**config.mk**
```make
export PLATFORM = sky130hd
export DESIGN_NAME = mincore_issue_ctl
export DESIGN_NICKNAME = d
export VERILOG_FILES = /design/src/rtl/mincore_issue_ctl.sv
export SDC_FILE = /design/constraint.sdc
export NUM_CORES = 1
export LEC_CHECK = 0
export ABC_AREA = 1
export BUFFER_PORTS_ARGS = -buffer_cell sky130_fd_sc_hd__buf_2
export CAP_MARGIN = 10
export CORE_MARGIN = 2
export CORE_UTILIZATION = 41
export DETAILED_ROUTE_END_ITERATION = 16
export GPL_ROUTABILITY_DRIVEN = 0
export PLACE_DENSITY = 0.58
export SLEW_MARGIN = 20
export SYNTH_ARGS = -nofsm -noshare
export SYNTH_HDL_FRONTEND = slang
export SYNTH_SLANG_ARGS = --single-unit
```
**constraint.sdc**
```tcl
create_clock -name clk -period 8.2 [get_ports clk]
set_clock_uncertainty 0.05 [all_clocks]
set_input_delay 1.64 -clock clk [delete_from_list [all_inputs] [get_ports clk]]
set_output_delay 1.64 -clock clk [all_outputs]
set_load 0.05 [all_outputs]
```
**src/rtl/mincore_issue_ctl.sv**
```systemverilog
// mincore_issue_ctl -- in-order single-issue controller for the minimal test core.
//
// Sits between the small-instruction decoder and the regfile/ALU/shifter/jump
// datapath.  An instruction issues at cycle t when in_valid & in_ready.  It is
// in the RD stage at t+1, and it writes back at t+2 (ALU class) or t+3 (shift
// class).
//
// Hazards that hold off issue:
//   - register RAW and WAW, tracked by a per-register busy scoreboard;
//   - a jump issuing while flag setters are still in flight;
//   - write-port collision: an ALU op directly after a shift.
//
// A resolved mispredict kills the instruction issued right after the jump.
// Halt drains the pending writebacks and then parks the core.
//
// Optional feature macro: MINCORE_BYPASS_EN.  When it is defined, ALU results
// are forwarded one cycle early and the fwd_a/fwd_b ports exist.
//
// Ports:
//   clk, rst                 clock (rising edge), asynchronous active-high reset
//   in_*                     decoded instruction and its handshake
//   jmp_done, jmp_mispred    jump resolution, exactly at the jump's t+2
//   issue_*                  RD-stage valid and class
//   wb_wen, wb_addr          regfile write port
//   except                   one-cycle redirect pulse
//   stall                    in_valid & ~in_ready
//   halted                   core parked
//   fwd_a, fwd_b             operand bypass selects (bypass build only)
module mincore_issue_ctl #(
  parameter int REG_WIDTH = 5
) (
  input  logic                 clk,
  input  logic                 rst,
  input  logic                 in_valid,
  output logic                 in_ready,
  input  logic [REG_WIDTH-1:0] in_rA,
  input  logic [REG_WIDTH-1:0] in_rB,
  input  logic [REG_WIDTH-1:0] in_rC,
  input  logic                 in_rA_use,
  input  logic                 in_rB_use,
  input  logic                 in_rC_use,
  input  logic [REG_WIDTH-1:0] in_rT,
  input  logic                 in_rT_use,
  input  logic                 in_isShift,
  input  logic                 in_isJump,
  input  logic                 in_setsFlags,
  input  logic                 in_halt,
  input  logic                 jmp_done,
  input  logic                 jmp_mispred,
  output logic                 issue_valid,
  output logic                 issue_isShift,
  output logic                 issue_isJump,
  output logic                 wb_wen,
  output logic [REG_WIDTH-1:0] wb_addr,
  output logic                 except,
  output logic                 stall,
`ifdef MINCORE_BYPASS_EN
  output logic                 fwd_a,
  output logic                 fwd_b,
`endif
  output logic                 halted
);

  localparam int NREG = 1 << REG_WIDTH;

  typedef enum logic [1:0] {RUN, FLUSH, DRAIN, HALTED} state_t;

  state_t stateReg, stateNext;

  logic [NREG-1:0]      busyReg;
  logic [NREG-1:0]      busyNext;
  logic [2:0]           flagCntReg;
  logic                 issueIsHalt;

  // Reservation shift register.  Slot 0 is the instruction writing back this
  // cycle.  ALU ops enter slot 1 and shifts enter slot 2, so each one reaches
  // slot 0 at its own writeback cycle.  Entries that do not write still travel
  // down the register, so that their flag count is released at writeback.
  logic [2:0]           resvValid, resvWen, resvShift, resvFlags;
  logic [REG_WIDTH-1:0] resvAddr [3];

  logic mispred, fire, killAlu, killShift, pendingWb;
  logic srcBusy, wawBusy, flagBlock, portBlock;
  logic incFlag, decFlag, decKill;

  assign mispred = jmp_done & jmp_mispred;

  // The instruction in RD when the jump resolves is the younger one to kill.
  // Its class tells which reservation slot it occupies.
  assign killAlu   = mispred & issue_valid & ~issue_isShift;
  assign killShift = mispred & issue_valid & issue_isShift;

  assign srcBusy = (in_rA_use & busyReg[in_rA]) |
                   (in_rB_use & busyReg[in_rB]) |
                   (in_rC_use & busyReg[in_rC]);
  assign wawBusy   = in_rT_use & busyReg[in_rT];
  assign flagBlock = in_isJump & (flagCntReg != 3'd0);
  // A shift issued last cycle sits in slot 2.  An ALU op issued now would
  // land in slot 1 next cycle, at the same time as that shift.
  assign portBlock = ~in_isShift & resvValid[2];

  // Gating with rst keeps every output at zero while reset is held.
  assign in_ready = ~rst & (stateReg == RUN) & ~srcBusy & ~wawBusy &
                    ~flagBlock & ~portBlock & ~mispred;
  assign stall    = ~rst & in_valid & ~in_ready;
  assign fire     = in_valid & in_ready;

  assign wb_wen  = resvValid[0] & resvWen[0];
  assign wb_addr = resvAddr[0];
  assign halted  = (stateReg == HALTED);

  // Slot 0 writes back this cycle, so only the later slots count as pending.
  assign pendingWb = |(resvValid[2:1] & resvWen[2:1]);

  always_comb begin
    stateNext = stateReg;
    case (stateReg)
      RUN:    if (mispred)              stateNext = FLUSH;
              else if (fire & in_halt)  stateNext = DRAIN;
      FLUSH:  stateNext = RUN;
      // A mispredict wins over the drain only when it kills the halt itself.
      DRAIN:  if (mispred & issue_valid & issueIsHalt) stateNext = FLUSH;
              else if (!pendingWb)                     stateNext = HALTED;
      HALTED: stateNext = HALTED;
      default: stateNext = RUN;
    endcase
  end

  always_ff @(posedge clk or posedge rst) begin
    if (rst) stateReg <= RUN;
    else     stateReg <= stateNext;
  end

  // Scoreboard.  A clear and a set on the same register in one cycle leave the
  // bit set, because the issue-time set is applied last.
  genvar gi;
  generate
    for (gi = 0; gi < NREG; gi++) begin : g_busy
      logic clr;
      always_comb begin
        clr = (wb_wen & (wb_addr == REG_WIDTH'(gi))) |
              (killAlu & resvValid[1] & resvWen[1] & (resvAddr[1] == REG_WIDTH'(gi))) |
              (killShift & resvValid[2] & resvWen[2] & (resvAddr[2] == REG_WIDTH'(gi)));
`ifdef MINCORE_BYPASS_EN
        // An ALU result can be forwarded from t+2, so its busy bit is
        // released while the producer is in RD.
        clr = clr | (resvValid[1] & resvWen[1] & ~resvShift[1] &
                     (resvAddr[1] == REG_WIDTH'(gi)));
`endif
        busyNext[gi] = (fire & in_rT_use & (in_rT == REG_WIDTH'(gi))) |
                       (busyReg[gi] & ~clr);
      end
      always_ff @(posedge clk or posedge rst) begin
        if (rst) busyReg[gi] <= 1'b0;
        else     busyReg[gi] <= busyNext[gi];
      end
    end
  endgenerate

  assign incFlag = fire & in_setsFlags;
  assign decFlag = resvValid[0] & resvFlags[0];
  assign decKill = (killAlu & resvValid[1] & resvFlags[1]) |
                   (killShift & resvValid[2] & resvFlags[2]);

  always_ff @(posedge clk or posedge rst) begin
    if (rst) begin
      flagCntReg    <= 3'd0;
      resvValid     <= 3'b000;
      resvWen       <= 3'b000;
      resvShift     <= 3'b000;
      resvFlags     <= 3'b000;
      resvAddr[0]   <= '0;
      resvAddr[1]   <= '0;
      resvAddr[2]   <= '0;
      issue_valid   <= 1'b0;
      issue_isShift <= 1'b0;
      issue_isJump  <= 1'b0;
      issueIsHalt   <= 1'b0;
      except        <= 1'b0;
    end else begin
      flagCntReg <= flagCntReg + {2'b00, incFlag} - {2'b00, decFlag} - {2'b00, decKill};

      resvValid[0] <= resvValid[1] & ~killAlu;
      resvWen[0]   <= resvWen[1];
      resvShift[0] <= resvShift[1];
      resvFlags[0] <= resvFlags[1];
      resvAddr[0]  <= resvAddr[1];

      if (fire & ~in_isShift) begin
        resvValid[1] <= 1'b1;
        resvWen[1]   <= in_rT_use;
        resvShift[1] <= 1'b0;
        resvFlags[1] <= in_setsFlags;
        resvAddr[1]  <= in_rT;
      end else begin
        resvValid[1] <= resvValid[2] & ~killShift;
        resvWen[1]   <= resvWen[2];
        resvShift[1] <= resvShift[2];
        resvFlags[1] <= resvFlags[2];
        resvAddr[1]  <= resvAddr[2];
      end

      resvValid[2] <= fire & in_isShift;
      resvWen[2]   <= in_rT_use;
      resvShift[2] <= 1'b1;
      resvFlags[2] <= in_setsFlags;
      resvAddr[2]  <= in_rT;

      issue_valid   <= fire;
      issue_isShift <= fire & in_isShift;
      issue_isJump  <= fire & in_isJump;
      issueIsHalt   <= fire & in_halt;
      except        <= mispred;
    end
  end

`ifdef MINCORE_BYPASS_EN
  // Select the forwarded operand when the consumer issues in the same cycle
  // as its ALU producer's writeback.  Shift results are never forwarded.
  always_ff @(posedge clk or posedge rst) begin
    if (rst) begin
      fwd_a <= 1'b0;
      fwd_b <= 1'b0;
    end else begin
      fwd_a <= fire & in_rA_use & wb_wen & ~resvShift[0] & (in_rA == wb_addr);
      fwd_b <= fire & in_rB_use & wb_wen & ~resvShift[0] & (in_rB == wb_addr);
    end
  end
`endif

endmodule
```
Word level (Yosys, flattened, before mapping)
Index checks and enable logic that the tools add are counted.
Operators by class
  $add $sub $neg: 3
  magnitude comparators: 4
  equal/unequal tests: 129
  muxes and demuxes: 17
  bitwise gates (word level): 339
  reduce and logical (&&, ||, !) cells: 8
Operator list (count)
  $eq A5 B5 Y1 const B: 64
  $and A1 B1 Y1: 196
  $eq A5 B4 Y1 const B: 32
  $or A1 B1 Y1: 99
  $eq A5 B3 Y1 const B: 16
  $not A1 Y1: 43
  $eq A5 B2 Y1 const B: 8
  $lt A5 B6 Y1 const B: 4
  $bmux W1 S5: 4
  $eq A5 B1 Y1 const B: 4
  $logic_not A5 Y1: 4
  $mux W2: 4
  $pmux W2 S4: 1
  $mux W1: 7
  $sub A3 B1 Y3: 2
  $mux W5: 1
  $eq A2 B2 Y1 const B: 2
  $add A3 B1 Y3: 1
  $ne A3 B2 Y1 const B: 1
  $ne A3 B3 Y1 const B: 1
  $reduce_bool A3 Y1: 1
  $and A2 B2 Y2: 1
  $eq A2 B1 Y1 const B: 1
  $logic_not A2 Y1: 1
  2 further kinds: 2
Word-level totals
  bits in registers: 66
  input port bits: 33
  output and inout port bits: 13

Depth between registers and ports, before layout
Gate-level depths: netlist of run 1.
  depth in word-level cells: 16
  depth in mapped cells: 18
  mapped depth without buffers: 17

Least setup slack after synthesis of run 1
OpenSTA, ideal clock, no wires.
  path kind: input port to output port
  start: input rst
  end: output stall
  data arrival time: 3.826 ns
  data required time: 6.510 ns
  setup slack: 2.684 ns
  cell stages on the path: 3
  path buffers: 0
  cell sequence: inv_1 -> nand2_1 -> nor2_1
Between the ends
  cells in the longest elaborated chain, start to end: 9
  elaborated cells between the ends (all ways): 10
  classes of those cells: 10 x bitwise
RTL lines
  from (decl): RTL line 33  | input logic rst,
  $not A1 Y1 (*): RTL line 103, 105
  $and A1 B1 Y1 (4 in a row): RTL line 103  | assign in_ready = ~rst & (stateReg == RUN) & ~srcBusy & ~wawBusy &
  $and A1 B1 Y1 (2 in a row): RTL line 104  | ~flagBlock & ~portBlock & ~mispred;
  $not A1 Y1: RTL line 105  | assign stall = ~rst & in_valid & ~in_ready;
  $and A1 B1 Y1 (*): RTL line 105
  to (decl): RTL line 56  | output logic stall,
Mark *: on every way between the ends. The rest lies on a longest branch, timed or not.

Worst setup path after layout of run 1
  start: input in_rT[4]
  end: output in_ready
Between the ends
  cells in the longest elaborated chain, start to end: 8
RTL lines
  from (decl): RTL line 42  | input logic [REG_WIDTH-1:0] in_rT,
  $bmux W1 S5: RTL line 96  | assign wawBusy = in_rT_use & busyReg[in_rT];
  $mux W1 (not written as such): RTL line 96
  $and A1 B1 Y1: RTL line 96
  $not A1 Y1: RTL line 103
  $and A1 B1 Y1 (2 in a row): RTL line 103
  $and A1 B1 Y1 (2 in a row): RTL line 104
  to (decl): RTL line 35  | output logic in_ready,
Every way passes these cells. The select of a mux whose other input is x is not followed.

==> flow_metrics.tcl, run 1 <==
set metrics [dict create \
    reg2reg_setup_slack_ns 5.34 \
    combinationalPowerShare_pct 13.4 \
    dr_total_vias 5858 \
    groute.usage.overall_pct 28.2 \
    antenna_found_initial 0 \
    clkPwrFrac_pct 45.9 \
    asyncSetResetFlopFracSynth_pct 100 \
    power_switching_mw 0.241 \
    syn_area_per_cell_um2 6.24 \
    first_global_vias 5237 \
    floorplan.rows 40 \
    switching_share_pct 28.6 \
    design.portCount 46 \
    fin_ws_ns 2.61 \
    max-clock-path-buffers 2 \
    wl_per_cell_um 18.2 \
    preCtsSetupSlack_ns 2.64 \
    synth_warnings 0 \
    detailedRoute.firstIterationViolations 780 \
    unrepaired_setup_endpoints_after_global_routing "no" \
    irDropWorstVdd_v 0.000124 \
    min_period_over_period_pct 68.2 \
    final_period_minus_worst_setup_slack_ns 5.59 \
    hold_violations 0 \
    dieWidth_um 116 \
    cp_data_required_time_ns 6.51 \
    numCtsBuffers 9 \
    first_pass_iters 6 \
    cts_max_level 3 \
    powerDensity_nw_per_um2 151 \
    final_wirelength_um 18300 \
    num-nets-final 870 \
    status "complete, no violations" \
    clkLatencyLatePin_ns 0.34 \
    floorplan.die_area_um2 13400 \
    critical_path.top_delay_family "buffers and inverters" \
    timing.fmax_mhz 179 \
    detailed_place.area_um2 5300 \
    insertedDiodeCount 0 \
    estimated_wirelength_of_the_detail_placed_design_um 13300 \
    height_of_the_die_um 116 \
    grt_remaining_overflow 0 \
    crit_start "in_rT[4]" \
    cts-resized-gates 0 \
    critical_path_endpoint_category "output port" \
    critical_path_class "in2out" \
    layout.cell_area.non_filler_um2 5600 \
    critical_path.slowest_cell "clkinv_1" \
    port-buffer-count 45 \
    synthFlopType "dfrtp_1" \
    clk_pin_slew_worst_paths_ns 0.05 \
    area.growth.synth_to_final_pct 9.71 \
    detail_route.vias_per_cell 5.82 \
    timing.critical_path.from_type "input port" \
    synthesis.nets 855 \
    cpPeakStageDelay_ns 0.48 \
    drv.max_cap_violation_count 0 \
    synth-seq-cells 65 \
    worst_r2r_startpoint "stateReg[1]" \
    core_area_um2 12100 \
    ant_nets 0 \
    post_synthesis_instance_area_um2 5100 \
    worstHoldStart "resvFlags[1]" \
    post-route-util_pct 46.4 \
    min_delay_worst_type "reg2reg" \
    postCtsSetupRepairBufs 0 \
    worst_hold_slack_ns 0.352 \
    internal_power_mw 0.602 \
    max_slew_margin_pct 19.2 \
    tritoncts_num_sinks 65 \
    seq_area_frac_synth_pct 31.9 \
    largest_fanout_on_the_critical_path 43 \
    worst_pin_slew_ns 1.21 \
    route.detailed.drc 0 \
    largest_net_degree_at_the_start_of_global_routing 50 \
    initial_cell_density_of_the_core_pct 42.3 \
    seq_power_share_pct 40.7 \
    timing.critical_path.buf_inv 4 \
    syn_inst 818 \
    critical_path_arrival_ns 3.90 \
    clockRootBuffer "clkbuf_16" \
    grt_first_pass_wirelength_um 28400 \
    final_layout_size_suffix_gt1_share_pct 9.79 \
    timing.setup.tns_ns 0 \
    hold_buffers 0 \
    leakage_dissipation_nw 2.68 \
    timing.final.setup_violations 0 \
    number_of_enable_flip_flop_cells_after_synthesis 0 \
    yosysUniqueCellTypes 32 \
    cts_tree "built" \
    timing.critical_path.cells "buf_2, clkinv_1, a21oi_1, nand2_1, nand3_1, nand2_1, nor3_4, buf_4, buf_2" \
    finalMaxSlewViolations 0 \
]
per-layer routing:
| layer | track usage [%] | vias up | part of all wire [%] |
|---|---|---|---|
| met2 | 45.0 | 367 | 46 |
| met1 | 36.8 | 2693 | 39 |
| met5 | 0 | - | 0 |
| met3 | 6.33 | 55 | 11 |
| li1 | - | 2743 | - |
| met4 | 12.8 | 0 | 4.3 |
power groups by stage:
stage               logic, mW  registers (mW)  clock network (mW)
finish                  0.113           0.344               0.387
global route            0.126           0.345               0.407
CTS                     0.112           0.343               0.392
detailed placement      0.111           0.349                   0
global placement        0.109           0.348                   0
floorplan              0.0854           0.344                   0
metrics by stage:
stage,instances,power [mW]
finish,1006,0.844
floorplan,818,0.430
detailed placement,990,0.460
global placement,990,0.458
CTS,1006,0.847
global route,1006,0.877
cell usage after synthesis (all sizes together) (7+ instances only):
library cell,number,share of area [%]
a21oi,18,1.8
buf,24,3.9
clkbuf,21,1.5
dfrtp,65,32
inv,74,5.5
nand2,313,23
nand3,82,8.1
nand4,90,11
nor2,85,6.4
nor3,15,1.7
o2111ai,8,1.4
o21ai,7,0.69
final timing paths:
| kind | endpoint | cells past startpoint |
|---|---|---|
| max | in_ready | 9 |
| min | resvFlags[0] | 0 |
| max reg2reg | flagCntReg[2] | 11 |
| min reg2reg | resvFlags[0] | 0 |
| max in group asynchronous | busyReg[10] | 3 |
| min in group asynchronous | resvValid[1] | 2 |
worst reg2reg max path, cell delays in order (launching register included):
cell       delay [ns]
dfrtp_1          0.40
nor2_1           0.10
nand2_1          0.08
a2111oi_0        0.58
nand2_1          0.21
nor3_4           0.18
buf_4            0.40
nand2_1          0.22
nor2_1           0.14
ha_1             0.16
ha_1             0.15
xnor2_1          0.11
cells in the final DEF, fill, tap and decap left out, drive strengths merged:
master	instances
clkbuf	11
o21ai	7
a21oi	18
dfrtp	65
clkinv	3
nor2	85
nor3	15
o2111ai	8
nand2	313
clkinvlp	2
a2111oi	1
nand3b	3
o22ai	1
ha	3
nor4	1
bufinv	1
nand4	90
xnor2	2
fa	1
inv	74
a21boi	1
o211ai	2
buf	49
nand3	82
cells by family (layout without fill, tap and decap cells):
family / after synthesis / count (layout) / share of synthesized area (%)
adders and majority gates: 4 / 4 / 1.13
DFF: 65 / 65 / 31.9
AOI/OAI and AO/OA: 38 / 38 / 4.56
xor gates and xnor gates: 2 / 2 / 0.343
buffers and inverters: 120 / 140 / 11.0
and+or+nand+nor: 589 / 589 / 51.1
state kept, by name, indices dropped and copies added (netlist names), 2 cells and up:
signal	flops
resvFlags	3
resvValid	2
stateReg	2
flagCntReg	3
busyReg	32
resvWen	3
wb_addr	5
resvAddr	10
area by class of cell:
class | count | area [um^2]
multi-input cells | 633 | 2920
clock buffers | 11 | 243
flip-flops and latches | 65 | 1630
clock inverters | 5 | 55.1
inverters | 75 | 284
fillers | 1262 | 6460
repair buffers | 49 | 255
well taps | 168 | 210
No activity file was read; power rests on OpenSTA's default activity.
==> run 2, diff against run 1 <==
- PLACE_DENSITY: 0.58 -> 0.6
- clock period: 8.2 -> 4.8 ns (I/O delays scaled with it)
==> run 2 against run 1 <==
  * Non-clock buffer count is 2 higher
  * Register-to-register slack worse by 3.4 ns
  * Critical path depth is 1 lower
  * Via count is 0.56% lower
  * Global-route usage is 0.10 points lower
  * Routed wire length hardly changed
  * Count of clock-buffer cells in the layout is 1 lower
  * Final cell count hardly changed
  * Critical path type unchanged
  * Largest power group unchanged
==> flow_metrics.tcl, run 2 (synthesis results as in run 1) <==
set metrics [dict create \
    area.growth.synth_to_final_pct 10.3 \
    final_wirelength_um 18300 \
    cts_max_level 3 \
    height_of_the_die_um 116 \
    multi_input_area_um2 2930 \
    insertedDiodeCount 0 \
    estimated_wirelength_of_the_detail_placed_design_um 13200 \
    route.detailed.drc 0 \
    core_area_um2 12100 \
    critical_path.top_delay_family "buffers and inverters" \
    cts-resized-gates 0 \
    critical_path_endpoint_category "output port" \
    max-clock-path-buffers 2 \
    leakage_dissipation_nw 2.70 \
    postCtsSetupRepairBufs 0 \
    groute.usage.overall_pct 28.1 \
    timing.final.setup_violations 0 \
    clk_pin_slew_worst_paths_ns 0.05 \
    first_pass_iters 6 \
    largest_register "busyReg" \
    design.portCount 46 \
    critical_path.slowest_cell "clkinv_1" \
    dr_total_vias 5825 \
    timing.setup.tns_ns 0 \
    layout.cells.most_common "nand2_1" \
    port-buffer-count 45 \
    status "complete, no violations" \
    floorplan.die_area_um2 13400 \
    irDropWorstVdd_v 0.000193 \
    fillerInstances 1251 \
    detailedRoute.firstIterationViolations 850 \
    detailed_place.area_um2 5310 \
    seqCellArea_um2 1630 \
    largest_fanout_on_the_critical_path 20 \
    min_period_over_period_pct 81.2 \
    timing.critical_path.from_type "input port" \
    grt_first_pass_wirelength_um 28200 \
    ant_nets 0 \
    initial_cell_density_of_the_core_pct 42.3 \
    timing.critical_path.buf_inv 3 \
    final_period_minus_worst_setup_slack_ns 3.90 \
    critical_path_class "in2out" \
    critical_path_arrival_ns 2.89 \
    first_global_vias 5200 \
    timing.fmax_mhz 257 \
    tritoncts_num_sinks 65 \
    unrepaired_setup_endpoints_after_global_routing "no" \
    layout.cell_area.non_filler_um2 5630 \
    clkLatencyLatePin_ns 0.34 \
    largest_net_degree_at_the_start_of_global_routing 66 \
    floorplan.rows 40 \
    final_layout_size_suffix_gt1_share_pct 10.0 \
    num-nets-final 872 \
    worst_pin_slew_ns 0.807 \
    clockRootBuffer "clkbuf_16" \
    worst_hold_slack_ns 0.329 \
    min_delay_worst_type "reg2reg" \
    detail_route.vias_per_cell 5.78 \
    drv.max_cap_violation_count 0 \
    numCtsBuffers 9 \
    timing.critical_path.cells "buf_2, clkinv_1, a21oi_1, nand2_1, nand3_1, nand2_1, nor3_4, buf_2" \
    finalMaxSlewViolations 0 \
    antenna_found_initial 0 \
    hold_violations 0 \
    largest_reg_flops 32 \
    layout.cells.most_common_list "nand2_1, nand4_1, nand3_1, nor2_1, dfrtp_1" \
    grt_remaining_overflow 0 \
    wl_per_cell_um 18.2 \
    hold_buffers 0 \
    cts_tree "built" \
    cpPeakStageDelay_ns 0.49 \
    dieWidth_um 116 \
    powerDensity_nw_per_um2 262 \
    max_slew_margin_pct 46.2 \
    cp_data_required_time_ns 3.79 \
]
==> run 2: area by class of cell <==
| type | instances | area share, % |
|---|---|---|
| clock buffers | 10 | 4.07 |
| well taps | 168 | 3.73 |
| inverters | 75 | 5.05 |
| clock inverters | 5 | 1.45 |
| multi-input cells | 633 | 52.0 |
| flip-flops and latches | 65 | 28.9 |
| repair buffers | 51 | 4.80 |
==> run 2: through the flow <==
| step | power, mW | utilization, % | setup slack, ns | std cells |
|---|---|---|---|---|
| final | 1.47 | 46.7 | 0.901 | 1007 |
| after global routing | 1.53 | 46.7 | 0.803 | 1007 |
| after CTS | 1.48 | 46.6 | 0.974 | 1007 |
| after detailed placement | 0.786 | 44.0 | 0.979 | 992 |
| after global placement | 0.783 | 44.0 | 1.05 | 992 |
| after floorplan | 0.734 | - | 0.644 | 818 |
==> run 2: metal layers <==
metal  GRT usage [%]  vias to the layer above  wire [um]
li1                -                     2738          -
met1            36.4                     2654       7180
met2            44.7                      359       8290
met3            5.60                       74       1880
met4            14.7                        0        959
met5               0                        -          0
==> run 2: path summary, 6_finish.rpt <==
check / cells past startpoint / slack, ns / startpoint / to
worst min-delay path: 0 / 0.33 / resvFlags[1] / resvFlags[0]
min in group asynchronous: 3 / 0.84 / rst / issueIsHalt
worst max register to register: 12 / 1.94 / stateReg[1] / flagCntReg[2]
max in group asynchronous: 3 / 3.30 / rst / busyReg[21]
worst max-delay path: 8 / 0.90 / in_rT[4] / in_ready
worst min register to register: 0 / 0.33 / resvFlags[1] / resvFlags[0]
==> run 2: worst register-to-register path, cell delays in order, from the launching register on <==
cell	delay, ns
dfrtp_1	0.41
nor2_1	0.10
nand2_1	0.07
a2111oi_0	0.45
buf_4	0.21
nand2_1	0.11
nor3_4	0.23
buf_4	0.39
nand2_1	0.20
nor2_1	0.13
ha_1	0.16
ha_1	0.16
xnor2_1	0.11
==> run 2: where the power goes <==
group	total (mW)	internal (mW)	switching (mW)
clock	0.694	0.451	0.242
combinational	0.192	0.0487	0.144
sequential	0.587	0.567	0.0204
total	1.47	1.07	0.407
==> run 3, diff against run 2 <==
- PLACE_DENSITY: 0.6 -> 0.58
- clock period: 4.8 -> 4.1 ns (I/O delays scaled with it)
==> run 3 against run 2 <==
  * Via count up 0.84%
  * Global-route usage up 1.8 points
  * Sequential power is 17% higher
  * Clock power is 16% higher
  * Flip-flop and latch count unchanged
  * Core utilization increased by 0.35 points
  * Die area unchanged
  * Hold slack gained 0.0084 ns
  * Worst setup slack got worse by 0.25 ns
  * Critical path depth increased by 6
  * Power up 17%
  * Final area is 0.76% higher
  * Critical path type unchanged
  * Highest routed layer unchanged
==> flow_metrics.tcl, run 3 (synthesis results as in run 1) <==
set metrics [dict create \
    critical_path_endpoint_category "output port" \
    critical_path_arrival_ns 2.58 \
    irDropWorstVdd_v 0.000224 \
    crit_start "in_rT[1]" \
    detail_route.vias_per_cell 5.79 \
    detailedRoute.firstIterationViolations 722 \
    largest_fanout_on_the_critical_path 9 \
    reg2reg_setup_slack_ns 1.35 \
    layout.cells.most_common "nand2_1" \
    floorplan.rows 40 \
    critical_path_class "in2out" \
    layout.cells.most_common_list "nand2_1, nand4_1, nor2_1" \
    timing.critical_path.cells "buf_2, inv_4, nor2_2, nand2_1, nand2_1, nor2_1, nor2_1, nor2_1, nand2_1, nand3_1, nand2_1, nor3_4, nor2_1, buf_2" \
    final_wirelength_um 19000 \
    floorplan.die_area_um2 13400 \
    num-nets-final 879 \
    final_layout_size_suffix_gt1_share_pct 10.3 \
    largest_reg_flops 32 \
    critical_path.slowest_cell "buf_2" \
    dr_total_vias 5874 \
    grt_remaining_overflow 0 \
    antenna_found_initial 0 \
    timing.fmax_mhz 290 \
    cp.depth 14 \
    worst_r2r_dst "flagCntReg[2]" \
    wl_per_cell_um 18.7 \
    tritoncts_num_sinks 65 \
    initial_cell_density_of_the_core_pct 42.3 \
    finalMaxSlewViolations 0 \
    cp_data_required_time_ns 3.23 \
    dieWidth_um 116 \
    critical_path.top_delay_family "simple AND/OR/NAND/NOR gates" \
    max-clock-path-buffers 2 \
    core_area_um2 12100 \
    leakage_dissipation_nw 2.73 \
    max_slew_margin_pct 45.0 \
    groute.usage.overall_pct 29.9 \
    final_period_minus_worst_setup_slack_ns 3.45 \
    port-buffer-count 45 \
    drv.max_cap_violation_count 0 \
    fillerInstances 1281 \
    clkLatencyLatePin_ns 0.34 \
    height_of_the_die_um 116 \
    worst_r2r_startpoint "busyReg[27]" \
    powerDensity_nw_per_um2 304 \
    grt_first_pass_wirelength_um 30000 \
    hold_violations 0 \
    insertedDiodeCount 0 \
    timing.final.setup_violations 0 \
    unrepaired_setup_endpoints_after_global_routing "no" \
    largest_register "busyReg" \
    estimated_wirelength_of_the_detail_placed_design_um 13700 \
    route.detailed.drc 0 \
    seqCellArea_um2 1630 \
    ant_nets 0 \
    multi_input_area_um2 2920 \
    area.growth.synth_to_final_pct 11.1 \
    postCtsSetupRepairBufs 0 \
    min_period_over_period_pct 84.2 \
    design.portCount 46 \
    cts_tree "built" \
    numCtsBuffers 9 \
    preCtsSetupSlack_ns 0.668 \
    cts-resized-gates 0 \
    largest_net_degree_at_the_start_of_global_routing 66 \
    first_global_vias 5607 \
    first_pass_iters 7 \
    timing.setup.tns_ns 0 \
    fin_ws_ns 0.647 \
    clk_pin_slew_worst_paths_ns 0.05 \
    endpoint "stall" \
    cpPeakStageDelay_ns 0.29 \
    hold_buffers 0 \
    min_delay_worst_type "reg2reg" \
    status "complete, no violations" \
    timing.critical_path.buf_inv 3 \
    timing.critical_path.from_type "input port" \
    worst_pin_slew_ns 0.826 \
    cts_max_level 3 \
    clockRootBuffer "clkbuf_16" \
    rr_worst_depth 15 \
]
-- run 3: changes by cell type in the layout (fill, tap and decap cells not counted), sizes merged --
cell and change:
clkbuf +3, clkinv -1, clkinvlp -1, buf +7
-- run 3: how the worst min path moves through the flow --
stage	startpoint	to	slack, ns	depth (start not counted)
global placement	resvWen[1]	resvWen[0]	0.32	0
finish	resvWen[1]	resvWen[0]	0.34	0
detailed placement	resvFlags[1]	resvFlags[0]	0.33	0
floorplan	resvAddr[9]	wb_addr[4]	0.30	0
global route	resvWen[1]	resvWen[0]	0.36	0
CTS	resvWen[1]	resvWen[0]	0.34	0
-- run 3: cell type report --
type,instances,area share (%)
Tap cell,168,3.71
Clock buffer,13,4.24
Sequential cell,65,28.7
Timing Repair Buffer,58,5.69
Clock inverter,3,1.15
Multi-Input combinational cell,633,51.5
Inverter,75,5.01
-- run 3: per-stage QoR --
step | hold slack, ns | cell area [um^2] | util, % | cells | power, mW
3_5_place_dp | 0.329 | 5370 | 44.5 | 999 | 0.929
3_3_place_gp | 0.318 | 5370 | 44.5 | 999 | 0.925
2_1_floorplan | 0.302 | 5100 | - | 818 | 0.860
4_1_cts | 0.338 | 5670 | 47.0 | 1015 | 1.73
6_report | 0.338 | 5670 | 47.0 | 1015 | 1.73
5_1_grt | 0.355 | 5670 | 47.0 | 1015 | 1.79
-- run 3: power by group --
part	internal [mW]	total, mW	leakage, nW	switching (mW)
Combinational	0.0597	0.235	1.74	0.175
Clock	0.532	0.803	0.148	0.272
Sequential	0.664	0.688	0.839	0.0240
Total	1.25	1.73	2.73	0.471
-- run 3: layer usage --
metal	vias up	GRT usage [%]	wire, um
met4	0	15.7	963
met2	352	46.5	8370
met1	2684	40.1	7830
met3	87	5.02	1810
li1	2751	-	-
met5	-	0	0
-- run 3: worst reg2reg max path, stage by stage, from the launching register on --
cell     delay [ns]
dfrtp_1        0.50
inv_1          0.14
nor2_1         0.06
a21oi_1        0.10
nand2_1        0.06
a21oi_1        0.18
nand2_1        0.08
nand3_1        0.10
nand2_1        0.12
nor3_4         0.21
buf_4          0.36
nand2_1        0.18
nor2_1         0.12
ha_1           0.16
ha_1           0.15
xnor2_1        0.12
